==> config.mk <==
export PLATFORM = sky130hd
export DESIGN_NAME = cpu_sequencer
export DESIGN_NICKNAME = d
export VERILOG_FILES = /design/src/rtl/cpu_pkg.sv /design/src/rtl/cpu_sequencer_edge_detect.sv /design/src/rtl/cpu_sequencer.sv
export SDC_FILE = /design/constraint.sdc
export NUM_CORES = 1
export LEC_CHECK = 0
export ABC_AREA = 1
export CAP_MARGIN = 15
export CORE_UTILIZATION = 53
export DETAILED_ROUTE_END_ITERATION = 7
export PLACE_DENSITY = 0.8
export SETUP_SLACK_MARGIN = 0.5
export SLEW_MARGIN = 25
export SYNTH_ARGS = -nofsm -noshare
export SYNTH_HDL_FRONTEND = slang
export SYNTH_SLANG_ARGS = --single-unit
==> constraint.sdc <==
create_clock -name clk -period 3.1 [get_ports clk]
set_input_delay 0.775 -clock clk [delete_from_list [all_inputs] [get_ports clk]]
set_output_delay 0.775 -clock clk [all_outputs]
set_load 0.02 [all_outputs]
==> src/rtl/cpu_pkg.sv <==
// Shared definitions for the 2DECA5 sequencer and control decoder:
// opcodes, one-hot phase encodings and ARM condition codes.
package cpu_pkg;

  // Opcodes seen on the IR nibble C
  localparam logic [3:0] OP_STP     = 4'b0111;
  localparam logic [3:0] OP_LSL     = 4'b1001;
  localparam logic [3:0] OP_LSR     = 4'b1010;
  localparam logic [1:0] ARM_PREFIX = 2'b11;

  // One-hot phase vector; the sequencer state is this register directly
  typedef enum logic [2:0] {
    Q_HALT  = 3'b000,
    Q_EXEC1 = 3'b001,
    Q_EXEC2 = 3'b010,
    Q_FETCH = 3'b100
  } phase_t;

  // ARM condition selectors (C[1:0])
  localparam logic [1:0] COND_AL = 2'b00;
  localparam logic [1:0] COND_MI = 2'b01;
  localparam logic [1:0] COND_EQ = 2'b10;
  localparam logic [1:0] COND_NE = 2'b11;

  // True when the selected condition holds for the given flags
  function automatic logic cond_true(input logic [1:0] sel,
                                     input logic mi, input logic eq);
    logic hit;
    unique case (sel)
      COND_AL: hit = 1'b1;
      COND_MI: hit = mi;
      COND_EQ: hit = eq;
      default: hit = ~eq;
    endcase
    return hit;
  endfunction

endpackage

==> src/rtl/cpu_sequencer_edge_detect.sv <==
// Registered rising-edge detector. The history flop resets to 0, so a
// level already high when reset releases is reported as an edge.
module edge_detect (
  input  logic clk,
  input  logic rst_n,
  input  logic sig,
  output logic rise
);

  logic sig_q;

  // Remember the previous sample of the input level
  always_ff @(posedge clk or negedge rst_n) begin
    if (!rst_n) sig_q <= 1'b0;
    else        sig_q <= sig;
  end

  assign rise = sig & ~sig_q;

endmodule

==> src/rtl/cpu_sequencer.sv <==
// Instruction-cycle sequencer: produces the one-hot phase vector Q, the
// conditional-skip flag and halt status, and counts retired instructions.
module cpu_sequencer
  import cpu_pkg::*;
#(
  parameter int CNT_W = 16
) (
  input  logic             clk,
  input  logic             rst_n,
  input  logic [3:0]       C,
  input  logic             MI,
  input  logic             EQ,
  input  logic             run,
  input  logic             step,
  output logic [2:0]       Q,
  output logic             skipff,
  output logic             halted,
  output logic [CNT_W-1:0] instr_count
);

  phase_t             q_reg, q_next;
  logic               stepping_reg, stepping_next;
  logic               skip_reg, skip_next;
  logic [CNT_W-1:0]   count_reg, count_next;
  logic               run_rise;
  logic               retire;
  logic               is_shift;
  logic               is_arm;
  logic               stp_halt;
  logic               end_to_halt;

  edge_detect u_run_edge (
    .clk   (clk),
    .rst_n (rst_n),
    .sig   (run),
    .rise  (run_rise)
  );

  // State registers: phase, single-step flag, skip flag, retire counter
  always_ff @(posedge clk or negedge rst_n) begin
    if (!rst_n) begin
      q_reg        <= Q_HALT;
      stepping_reg <= 1'b0;
      skip_reg     <= 1'b0;
      count_reg    <= '0;
    end else begin
      q_reg        <= q_next;
      stepping_reg <= stepping_next;
      skip_reg     <= skip_next;
      count_reg    <= count_next;
    end
  end

  // Next-phase selection plus retire-time updates of count and skip
  always_comb begin
    q_next        = q_reg;
    stepping_next = stepping_reg;
    skip_next     = skip_reg;
    count_next    = count_reg;
    retire        = 1'b0;
    is_shift      = (C == OP_LSL) || (C == OP_LSR);
    is_arm        = (C[3:2] == ARM_PREFIX);
    stp_halt      = (C == OP_STP) && !skip_reg;
    end_to_halt   = !run || stepping_reg;

    unique case (q_reg)
      Q_HALT: begin
        if (run_rise || step) begin
          q_next        = Q_FETCH;
          stepping_next = step & ~run_rise;
        end
      end
      Q_FETCH: q_next = Q_EXEC1;
      Q_EXEC1: begin
        // Shifts take EXEC2 even when skipped; a skipped STP does not halt
        if (is_shift) begin
          q_next = Q_EXEC2;
        end else begin
          retire = 1'b1;
          q_next = (stp_halt || end_to_halt) ? Q_HALT : Q_FETCH;
        end
      end
      Q_EXEC2: begin
        retire = 1'b1;
        q_next = end_to_halt ? Q_HALT : Q_FETCH;
      end
      default: q_next = Q_HALT;
    endcase

    if (retire) begin
      count_next    = count_reg + CNT_W'(1);
      stepping_next = 1'b0;
      // A skipped ARM instruction never arms the skip for its successor
      skip_next     = (is_arm && !skip_reg) ? ~cond_true(C[1:0], MI, EQ) : 1'b0;
    end
  end

  assign Q           = q_reg;
  assign skipff      = skip_reg;
  assign halted      = (q_reg == Q_HALT);
  assign instr_count = count_reg;

endmodule
==> metrics.csv <==
metric;value;unit
outcome;complete, no violations;
drt-total-wl;3050;um
whs_path_depth;1;
rr_worst_depth;8;
largest_reg_flops;16;
yosys.area_share.simple;38.4;%
rows;18;
multi_input_area;694;sq um
seqCellArea;551;sq um
cp_max_fo;6;
track_usage;24.6;%
viasPerCell;5.16;
synth_fa_ha_area_share;0.912;%
htreeDepth;1;
max-cap-violations;0;
fin_util;70.4;%
critPathKind;reg2out;
initial_core_util;55.9;%
antenna_found_initial;0;
grt_max_degree;29;
clockBufferDepth;2;
synth_cell_types;27;
maxSlewHeadroom;77.9;%
synthMuxAreaShare;0;%
die_area;2800;sq um
fmax;414;MHz
skew;8.54;ps
core_area;2450;sq um
drcViolationCount;0;
syn_avg_cell_area;7.19;sq um
setup_tns;0;ps
drive_gt1_share;13.8;%
synth_edf_count;0;
hp-class;reg2reg;
clk_pin_slew;110;ps
detailedRoute.firstPassIterationCount;4;
finalCritPeriodShare;78.0;%
insertion_delay;310;ps
setup_viol;0;
cts_resized;0;
grt_first_pass_wirelength;5040;um
gp_congestion;0.866;
cp-start-kind;flip-flop;
diodes;0;
yosysWarningCount;0;
cp_data_arrival_time;1640;ps
io_pins;31;
cts_setup_buffers;0;
synth_seq_cells;22;
power.density;614;nW/um^2
cts_tree;built;
cts-hold-fix-buffers;0;
nets;236;
syn_inst;191;
wl_per_cell;12.0;um
worstMarginPinSlew;331;ps
dieHeight;52.9;um
synth_xor_xnor_area_share;3.19;%
synth-compound-area-share;8.11;%
period_needed;2420;ps
synth_ff_type;dfrtp_1;
drt.antenna.violating_nets;0;
vdd_drop_max;508;uV
grt_pass1_vias;1203;
ys_seq_area_share;40.1;%
async_flop_share;100;%
gr-total-overflow;0;
fp.dieW;52.9;um
p_leak;0.791;nW
clock-root-buffer;clkbuf_4;
numCtsBuffers;3;
drv_slew;0;
cp.required;2320;ps
clock-sinks;22;
fillCellCount;235;
syn_area;1370;sq um
finalHoldViolations;0;
drt_iter0_drc;27;
syn_nets;202;
numPortBuffers;30;
worstSetupEndpointType;output pin;
final_cell_area;1730;sq um
synth_top_family_by_area;simple AND/OR/NAND/NOR gates;
hpwl;2340;um
via_count;1310;
rsz0062_at_grt;false;
placed_area;1690;sq um
fin_hold_ws;521;ps
area_growth;25.9;%
## where the power goes
group,internal (mW),switching [mW]
clock,0.0717,0.0863
sequential,0.346,0.0858
combinational,0.193,0.277
## stage by stage
step / instances / power, mW / worst slack, ps
floorplan: 191 / 0.735 / 1470
global placement: 250 / 0.891 / 887
detailed placement: 250 / 0.904 / 803
CTS: 254 / 1.07 / 669
global route: 254 / 1.13 / 589
finish: 254 / 1.06 / 683
## layer usage
layer / GRT usage [%] / part of all wire (%) / up-vias
li1: - / - / 656
met1: 31.3 / 46 / 622
met2: 41.8 / 50 / 24
met3: 4.02 / 3.1 / 8
met4: 8.33 / 1.3 / 0
met5: 0 / 0 / -
## kinds of logic (layout without fill, tap and decap cells)
group / Yosys count / count (layout)
adders and majority gates: 1 / 1
AOI/OAI and AO/OA: 19 / 19
and+or+nand+nor: 115 / 115
xor gates and xnor gates: 5 / 5
buffers and inverters: 29 / 62
DFF: 22 / 22
## final timing paths
path                                       startpoint                           to  slack (ps)
setup / recovery                     Q[1]$_DFFE_PN0P_                       halted         680
hold / removal                       Q[0]$_DFFE_PN0P_             Q[0]$_DFFE_PN0P_         520
setup reg to reg           instr_count[0]$_DFFE_PN0P_  instr_count[12]$_DFFE_PN0P_        1590
hold reg to reg                      Q[0]$_DFFE_PN0P_             Q[0]$_DFFE_PN0P_         520
max in group asynchronous                       rst_n             Q[1]$_DFFE_PN0P_        2060
min in group asynchronous                       rst_n   instr_count[8]$_DFFE_PN0P_         800
## worst max-delay path, stage by stage (launching register included)
cell and delay (ps):
dfrtp_1 450, nor2_1 100, nand2_1 110, inv_1 80, clkdlybuf4s50_1 590
## synthesized netlist by cell type (3+ instances only)
master | number | area, sq um
dfrtp_1 | 22 | 551
nor2_2 | 3 | 18.8
o21ai_2 | 4 | 35.0
xor2_1 | 4 | 35.0
inv_1 | 22 | 82.6
inv_2 | 5 | 18.8
nor2_1 | 22 | 82.6
nand3_1 | 6 | 30.0
nand2_1 | 64 | 240
nand2_2 | 5 | 31.3
o21ai_1 | 11 | 55.1
nand4_1 | 3 | 18.8
## layout by cell type, fill, tap and decap left out, drive strengths merged
master	netlist	final
o22ai	1	1
inv	27	27
xor2	4	4
dfrtp	22	22
nor2	27	27
nor4	1	1
or2	2	2
ha	1	1
a21oi	1	1
nand3b	1	1
nand3	8	8
clkdlybuf4s50	0	30
buf	2	1
clkbuf	0	4
nand2	70	70
nand4	3	3
o21ai	17	17
nor3	3	3
xnor2	1	1
## layout make-up
type | instances | area share (%)
inverters | 27 | 5.87
flip-flops and latches | 22 | 31.9
clock buffers | 4 | 2.10
multi-input cells | 140 | 40.2
well taps | 30 | 2.17
repair buffers | 31 | 17.8
(Power assumes the default switching activity.)
